File: src/rtl/wb_arbiter.sv
// Round-robin writeback arbiter for the two result producers, driving the
// register file write port through one register stage plus a pending-write scoreboard.
module wb_arbiter #(
  parameter int XLEN = 32,
  parameter int NREG = 32
) (
  input  logic            clk,
  input  logic            rstn,
  input  logic            s0_valid,
  output logic            s0_ready,
  input  logic [4:0]      s0_rd,
  input  logic [XLEN-1:0] s0_data,
  input  logic            s1_valid,
  output logic            s1_ready,
  input  logic [4:0]      s1_rd,
  input  logic [XLEN-1:0] s1_data,
  input  logic            issue_valid,
  input  logic [4:0]      issue_rd,
  input  logic [4:0]      chk_rs1,
  input  logic [4:0]      chk_rs2,
  output logic            hazard,
  output logic [NREG-1:0] busy,
  output logic            reg_wen,
  output logic [5:0]      rd_addr,
  output logic [XLEN-1:0] rd_data
);

  // state   | meaning
  // PRI_S0  | src0 wins a tie (src1 granted most recently, or reset)
  // PRI_S1  | src1 wins a tie (src0 granted most recently)
  typedef enum logic {PRI_S0 = 1'b0, PRI_S1 = 1'b1} pri_t;

  pri_t            pri_q, pri_d;
  logic            hs0, hs1, commit;
  logic [4:0]      win_rd;
  logic [XLEN-1:0] win_data;
  logic [NREG-1:0] busy_d;

  always_comb begin
    s0_ready = s0_valid && (!s1_valid || (pri_q == PRI_S0));
    s1_ready = s1_valid && (!s0_valid || (pri_q == PRI_S1));
    hs0      = s0_valid && s0_ready;
    hs1      = s1_valid && s1_ready;
    win_rd   = hs0 ? s0_rd   : s1_rd;
    win_data = hs0 ? s0_data : s1_data;
    commit   = (hs0 || hs1) && (win_rd != 5'd0);

    pri_d = pri_q;
    if (hs0)      pri_d = PRI_S1;
    else if (hs1) pri_d = PRI_S0;
  end

  // Clear first, then set, so a new writer issued on the commit edge stays pending.
  always_comb begin
    busy_d = busy;
    if (commit)
      busy_d[win_rd] = 1'b0;
    if (issue_valid && (issue_rd != 5'd0))
      busy_d[issue_rd] = 1'b1;
    busy_d[0] = 1'b0;
  end

  assign hazard = ((chk_rs1 != 5'd0) && busy[chk_rs1]) ||
                  ((chk_rs2 != 5'd0) && busy[chk_rs2]);

  always_ff @(posedge clk or negedge rstn) begin
    if (!rstn) begin
      pri_q   <= PRI_S0;
      busy    <= '0;
      reg_wen <= 1'b0;
      rd_addr <= '0;
      rd_data <= '0;
    end else begin
      pri_q   <= pri_d;
      busy    <= busy_d;
      reg_wen <= commit;
      if (commit) begin
        rd_addr <= {1'b0, win_rd};
        rd_data <= win_data;
      end
    end
  end

endmodule

File: config.mk
export PLATFORM = sky130hd
export DESIGN_NAME = wb_arbiter
export DESIGN_NICKNAME = d
export VERILOG_FILES = /design/src/rtl/wb_arbiter.sv
export SDC_FILE = /design/constraint.sdc
export NUM_CORES = 1
export LEC_CHECK = 0
export ABC_CLOCK_PERIOD_IN_PS = 5600
export CAP_MARGIN = 20
export CORE_AREA = 2 2 100 102
export DETAILED_ROUTE_END_ITERATION = 16
export DIE_AREA = 0 0 102 104
export HOLD_SLACK_MARGIN = 0.02
export PLACE_DENSITY_LB_ADDON = 0.1
export SETUP_SLACK_MARGIN = 0.2
export SLEW_MARGIN = 20
export SYNTH_ARGS = -nofsm -noshare
export SYNTH_HDL_FRONTEND = slang
export SYNTH_SLANG_ARGS = --single-unit
File: constraint.sdc
create_clock -name clk -period 5.6 [get_ports clk]
set_input_delay 1.12 -clock clk [delete_from_list [all_inputs] [get_ports clk]]
set_output_delay 1.12 -clock clk [all_outputs]
set_load 0.005 [all_outputs]
# --- Word level (Yosys, flattened, before mapping) ---
# Cells that the tools add are included.
word_totals:
  in_bits: 94
  word_cells: 50
  ff_bits: 70
  output_inout_bits: 74
op_classes:
  reduce_logical: 21
  n_lt_le_gt_ge: 6
  n_bitwise: 4
  muxes: 14
op_table:
  columns: ["operator", "n"]
  rows:
  - ["32-bit 2-to-1 mux", 3]
  - ["32-bit AND", 1]
  - ["32-bit inverter", 1]
  - ["32-bit bitwise OR", 1]
  - ["5-bit by 6-bit less-than comparator with 1-bit output (second input constant)", 4]
  - ["5-bit nonzero test", 4]
  - ["1-bit binary-select mux with 5-bit select", 2]
  - ["1-bit demux with 5-bit select", 2]
  - ["5-bit by 1-bit >= comparator with 1-bit output (second input constant)", 2]
  - ["1-bit logical AND", 10]
  - ["1-bit 2-to-1 mux", 6]
  - ["5-bit 2-to-1 mux", 1]
  - ["1-bit logical OR", 4]
  - ["1-bit logical NOT", 2]
  - ["2-bit nonzero test", 1]
  - ["1-bit inverter", 1]

# --- Longest topological paths before layout ---
# Gate-level depths: netlist of the first run.
depth:
  ltp_word: 14
  depth_mapped: 8

# --- Worst setup path before layout of the first run ---
# OpenSTA, ideal clock, no wires.
synth_timing:
  path_kind: "input -> output"
  start: "input port chk_rs1[2]"
  end: "output port hazard"
  path_slack_ns: 1.981
  t_required_ns: 4.480
  stages: 5
  t_arrival_ns: 2.499
  path_cell_list: "buf_2 > mux4_2 > or3b_2 > a21oi_1 > o21ai_0"
synth_between:
  elab_chain_cells: 4
  elab_cells_between_ends: 5
synth_lines:
  columns: ["item", "line", "source"]
  rows:
  - ["start, declared", "19", "input logic [4:0] chk_rs1,"]
  - ["1-bit binary-select mux with 5-bit select", "63", "assign hazard = ((chk_rs1 != 5'd0) && busy[chk_rs1]) ||"]
  - ["1-bit 2-to-1 mux (implied by the code)", "63", null]
  - ["1-bit logical AND *", "63", null]
  - ["1-bit logical OR *", "63", null]
  - ["end, declared", "21", "output logic hazard,"]
# Every way passes the cells marked *; elsewhere a longest branch is shown, timed or not. The select of a mux whose other input is x is not followed.

# --- Worst setup path in the final report of the first run ---
# Ends and elaborated chain as after synthesis.

==> results of run 1 <==
-- power groups by stage --
| stage | Clock, mW | Sequential (mW) | Combinational [mW] |
|---|---|---|---|
| after floorplan | 0 | 0.693 | 0.217 |
| after global placement | 0 | 0.720 | 0.556 |
| after detailed placement | 0 | 0.720 | 0.565 |
| after CTS | 0.486 | 0.713 | 0.567 |
| after global routing | 0.510 | 0.728 | 0.614 |
| final | 0.477 | 0.714 | 0.560 |
-- kinds of logic (layout without fill, tap and decap cells) --
logic type             Yosys count  count (layout)  synth area share
AO/OA/AOI/OAI                  110             110             0.154
AND/OR/NAND/NOR                 87              87             0.116
flip-flops                      70              70             0.473
multiplexers                    65              65             0.226
buffers and inverters           20             185            0.0304
other                            1               2           0.00101
-- flip-flops by register name (all words and copies together) (netlist names) --
name     flops
reg_wen      1
rd_data     32
busy        31
pri_q        1
rd_addr      5
-- routing by layer --
| layer | GRT usage | routed length (um) | vias up |
|---|---|---|---|
| met3 | 0.0618 | 910 | 16 |
| met5 | 0 | 0 | - |
| li1 | - | - | 1615 |
| met1 | 0.282 | 4650 | 1612 |
| met4 | 0.102 | 256 | 0 |
| met2 | 0.339 | 5330 | 147 |
-- worst max-delay path by stage --
stage                from  depth (start not counted)  endpoint  slack [ns]
2_1_floorplan  chk_rs1[2]                          5    hazard        1.98
3_3_place_gp   chk_rs1[2]                          6    hazard        0.87
3_5_place_dp   chk_rs1[2]                          6    hazard        0.85
4_1_cts        chk_rs1[2]                          6    hazard        0.84
5_1_grt        chk_rs1[2]                          6    hazard        0.74
6_report       chk_rs1[2]                          6    hazard        0.86
-- per-stage QoR --
stage / hold slack [ns] / area, um^2 / cells / power, mW
2_1_floorplan: 0.453 / 3710 / 354 / 0.910
3_3_place_gp: 0.459 / 5460 / 636 / 1.28
3_5_place_dp: 0.472 / 5460 / 636 / 1.29
4_1_cts: 0.487 / 5690 / 652 / 1.77
5_1_grt: 0.497 / 5690 / 652 / 1.85
6_report: 0.482 / 5690 / 652 / 1.75
-- Yosys cell counts, types with 3 or more instances --
master | instances | area share
buf_2 | 9 | 0.012
buf_4 | 3 | 0.0061
clkbuf_1 | 5 | 0.0051
dfrtp_1 | 70 | 0.47
mux2_2 | 4 | 0.012
mux2i_1 | 46 | 0.12
mux4_2 | 14 | 0.085
nand2_1 | 41 | 0.042
nand2b_1 | 3 | 0.0051
nand3_1 | 10 | 0.014
nand3b_1 | 8 | 0.016
nor2_1 | 8 | 0.0081
nor3_1 | 5 | 0.0068
o21ai_0 | 102 | 0.14
or3b_2 | 4 | 0.0095
-- area by class of cell --
class                      instances  area (um^2)
fill                             871         3860
multi-input combinational        264         1870
sequential                        70         1750
timing repair buffer             168         1670
clock buffer                      13          169
tap                              133          166
clock inverter                     3         65.1
inverter                           1         3.75
-- tightest hold or removal path, cell delays in order, from the launching register on --
cell	delay, ns
dfrtp_1	0.34
nand2_1	0.04
o21ai_0	0.06
==> flow_summary_export.csv, run 1 <==
group,metric,value,unit
outcome,status,"completed",
global_routing,grt_max_degree,71,
global_routing,grtUsageTotal,0.219,
placed_design,place_congestion,0.886,
worst_setup_path,rrSetupSlack,3.00,ns
cells_and_area,area_growth,53.6,%
clock_network,ctsHoldBuffers,0,
drt,antenna_left,0,
power,vdd_drop_max,118,uV
sta,rsz0062_at_grt,"no",
clock_network,clockBufferDepth,2,
worst_setup_path,rr_worst_depth,6,
clock_network,htreeDepth,3,
clock_network,cts_tree,"yes",
die,core_area,9550,um^2
power,p_clk_frac,0.273,
sta,tightest_slew,0.900,ns
sta,hold_violations,0,
cells_and_area,utilization,0.596,
synth,avgSynthCellArea,10.5,um^2
worst_setup_path,worstSetupPathType,"in -> out",
global_routing,global_route.overflow_total,0,
drt,wirelength,11100,um
power,power.leakage,2.24,nW
sta,finalCriticalPeriod,4.74,ns
cells_and_area,mostFrequentLayoutCells,"164 x clkdlybuf4s50_1, 102 x o21ai_0, 70 x dfrtp_1",
cells_and_area,drive_gt1_frac,0.0867,
die,die-area,10600,um^2
sta,setup_slack,0.859,ns
cells_and_area,fin_nets,608,
clock_network,numCtsBuffers,9,
global_routing,first_global_vias,3495,
drt,drt-pass1-iter-count,4,
worst_setup_path,start_kind,"input port",
clock_network,clock_sinks,70,
clock_network,path_clk_slew,0.07,ns
synth,syn_inst,353,
global_routing,grt_pass1_wl,18000,um
drt,drt_iter0_drc,104,
worst_setup_path,worst-path-buf-inv,2,
die,initial_core_util,0.388,
power,p_seq_frac,0.408,
synth,ys_ff_latch,70,
drt,wl_per_cell,17.1,um
worst_setup_path,worst_path_dominant_cell_family,"buffers and inverters",
sta,setup_tns,0,ns
power,power.density,308,nW/um^2
run,max-cap-violations,0,
worst_setup_path,endpoint_kind,"output pin",
synth,yosys_most_used_dff,"dfrtp_1",
clock_network,cts-root-buf,"clkbuf_8",
die,chipWidth,102,um
power,internal_power,1.25,mW
worst_setup_path,timing.rr.start,"pri_q$_DFFE_PN0P_",
power,p_comb_frac,0.320,
die,fp.dieH,104,um
hold_path,min-delay-start,"rd_data[22]$_DFFE_PN0N_",
sta,drv_slew,0,
sta,setup_viol_count_final,0,
worst_setup_path,crit_required,4.48,ns
placed_design,dpl.hpwl,8400,um
sta,max_freq,211,MHz
worst_setup_path,slowest_delay,0.79,ns
synth,synth_edf_count,0,
synth,synthesis.area,3710,um^2
power,p_sw_frac,0.286,
worst_setup_path,crit_path_max_fanout,9,
drt,viasPerCell,5.20,
worst_setup_path,worstPathArrival,3.62,ns
clock_network,cts-resized-gates,0,
die,rows,36,
drt,num_vias,3390,
sta,period_share,0.847,
worst_setup_path,r2r-end,"busy[14]$_DFF_PN0_",
placed_design,dp_slack,0.853,ns
clock_network,post_cts_buffers,0,
hold_path,hold_end,"rd_data[22]$_DFFE_PN0N_",
placed_design,place.port_buffers,165,
clock_network,clk_latency,0.36,ns
global_routing,antenna_found_initial,0,
worst_setup_path,cp_cell_sequence,"clkdlybuf4s50_1, mux4_2, or3b_2, a21oi_1, o21ai_0, clkdlybuf4s50_1",
synth,synth_cell_types,32,
cells_and_area,antennaDiodeCount,0,
power,p_sw,0.501,mW
worst_setup_path,cpMostUsedCell,"clkdlybuf4s50_1",
die,io_pins,168,
synth,async_flop_share,1.00,
sta,skew,0.00789,ns
drt,drc_errors,0,
sta,slew_headroom,0.400,
synth,ys_seq_area_frac,0.473,
hold_path,hp-class,"reg -> reg",
cells_and_area,layout_commonest_cell,"clkdlybuf4s50_1",
worst_setup_path,cpMaxStageDelayCell,"clkdlybuf4s50_1",
synth,yosysWarnings,0,
hold_path,hold_depth,2,
Power figures use the tool's default switching activity.
==> run 2, diff against run 1 <==
Settings changed: ABC_CLOCK_PERIOD_IN_PS 5600 to 4600.
Clock period 5.6 ns to 4.6 ns, I/O delays scaled along.
==> run 2 against run 1 <==
Net effect: routed wire length grew 2.2%; die area unchanged; worst hold slack better by 0.0017 ns.
==> flow_summary_export.csv, run 2 (synthesis results as in run 1) <==
group,metric,value,unit
global_routing,grt_pass1_wl,17900,um
sta,slew_headroom,0.445,
sta,period_share,0.902,
power,power.density,372,nW/um^2
clock_network,clockBufferDepth,2,
worst_setup_path,start_kind,"input port",
clock_network,cts-root-buf,"clkbuf_8",
global_routing,first_global_vias,3481,
die,die-area,10600,um^2
sta,setup_viol_count_final,0,
outcome,status,"completed",
power,vdd_drop_max,147,uV
global_routing,antenna_found_initial,0,
drt,drt_iter0_drc,128,
sta,hold_violations,0,
clock_network,cts-resized-gates,0,
clock_network,clk_latency,0.36,ns
die,initial_core_util,0.388,
cells_and_area,largest_register,"rd_data",
drt,wl_met1,4500,um
drt,wirelength,11400,um
sta,skew,0.0119,ns
sta,tightest_slew,0.832,ns
cells_and_area,drive_gt1_frac,0.0904,
clock_network,numCtsBuffers,9,
die,fp.dieH,104,um
clock_network,ctsHoldBuffers,0,
cells_and_area,utilization,0.596,
run,max-cap-violations,0,
worst_setup_path,crit_required,3.68,ns
global_routing,global_route.overflow_total,0,
cells_and_area,antennaDiodeCount,0,
cells_and_area,layout_commonest_cell,"clkdlybuf4s50_1",
sta,setup_tns,0,ns
placed_design,dpl.hpwl,8780,um
cells_and_area,fin_nets,609,
die,core_area,9550,um^2
drt,wl_per_cell,17.4,um
drt,viasPerCell,5.20,
worst_setup_path,crit_path_max_fanout,10,
clock_network,htreeDepth,3,
clock_network,clock_sinks,70,
drt,dr_wl_met3,1130,um
die,rows,36,
worst_setup_path,worstSetupPathType,"in -> out",
die,io_pins,168,
worst_setup_path,endpoint_kind,"output pin",
drt,drt-pass1-iter-count,4,
cells_and_area,area_growth,53.5,%
hold_path,hp-class,"reg -> reg",
drt,drc_errors,0,
drt,top_layer,"met4",
global_routing,grt_max_degree,69,
sta,finalCriticalPeriod,4.15,ns
sta,max_freq,241,MHz
placed_design,place.port_buffers,165,
drt,antenna_left,0,
drt,num_vias,3397,
placed_design,place_congestion,0.959,
sta,rsz0062_at_grt,"no",
cells_and_area,largest_reg_flops,32,
global_routing,grtUsageTotal,0.220,
power,power.leakage,2.22,nW
clock_network,cts_tree,"yes",
drt,met2_length,5540,um
die,chipWidth,102,um
cells_and_area,mostFrequentLayoutCells,"164 x clkdlybuf4s50_1, 102 x o21ai_0, 70 x dfrtp_1",
worst_setup_path,worstPathArrival,3.23,ns
sta,drv_slew,0,
cells_and_area,top_regs,"rd_data: 32 flops, busy: 31 flops, rd_addr: 5 flops",
clock_network,post_cts_buffers,0,
clock_network,path_clk_slew,0.07,ns
## run 2: where the power goes
group | switching, mW | internal, mW | total (mW)
clock | 0.252 | 0.306 | 0.558
sequential | 0.136 | 0.739 | 0.875
combinational | 0.247 | 0.435 | 0.682
## run 2: final timing paths
check | slack [ns] | cells after the start | to | start
max in group asynchronous | 3.00 | 2 | rd_data[4]$_DFFE_PN0N_ | rstn
setup / recovery | 0.45 | 7 | hazard | chk_rs2[2]
hold reg to reg | 0.48 | 2 | rd_data[2]$_DFFE_PN0N_ | rd_data[2]$_DFFE_PN0N_
hold / removal | 0.48 | 2 | rd_data[2]$_DFFE_PN0N_ | rd_data[2]$_DFFE_PN0N_
setup reg to reg | 2.12 | 5 | rd_data[10]$_DFFE_PN0N_ | pri_q$_DFFE_PN0P_
min in group asynchronous | 0.61 | 1 | rd_addr[2]$_DFFE_PN0N_ | rstn
## run 2: critical path, stage by stage
cell	delay [ns]
clkdlybuf4s50_1	0.80
mux4_2	0.57
mux2i_1	0.16
o22ai_1	0.10
nor3_1	0.13
o21ai_0	0.10
clkdlybuf4s50_1	0.46
## run 2: stage by stage
step           total power [mW]  cell area [um^2]  hold WS (ns)  worst slack [ns]  std cells
2_1_floorplan              1.11              3710         0.453              1.38        354
6_report                   2.11              5690         0.484             0.451        653
3_3_place_gp               1.56              5470         0.459             0.458        637
5_1_grt                    2.23              5690         0.517             0.262        653
4_1_cts                    2.13              5690         0.491             0.423        653
3_5_place_dp               1.57              5470         0.472             0.431        637
## run 2: cell type report
| cell class | count | area (um^2) |
|---|---|---|
| fillers | 845 | 3860 |
| inverters | 1 | 3.75 |
| clock buffers | 9 | 124 |
| repair buffers | 169 | 1680 |
| multi-input cells | 264 | 1870 |
| flip-flops and latches | 70 | 1750 |
| clock inverters | 7 | 98.8 |
| well taps | 133 | 166 |
## run 2: per-layer routing
metal / GRT usage / up-vias
li1: - / 1619
met1: 0.267 / 1595
met2: 0.363 / 166
met3: 0.0618 / 17
met4: 0.0943 / 0
met5: 0 / -
==> run 3, diff against run 2 <==
Settings changed: SETUP_SLACK_MARGIN 0.2 to 0.15, TNS_END_PERCENT from default to 50.
==> results of run 3 <==
The final DEF is identical to that of run 2; final timing and power are the same.
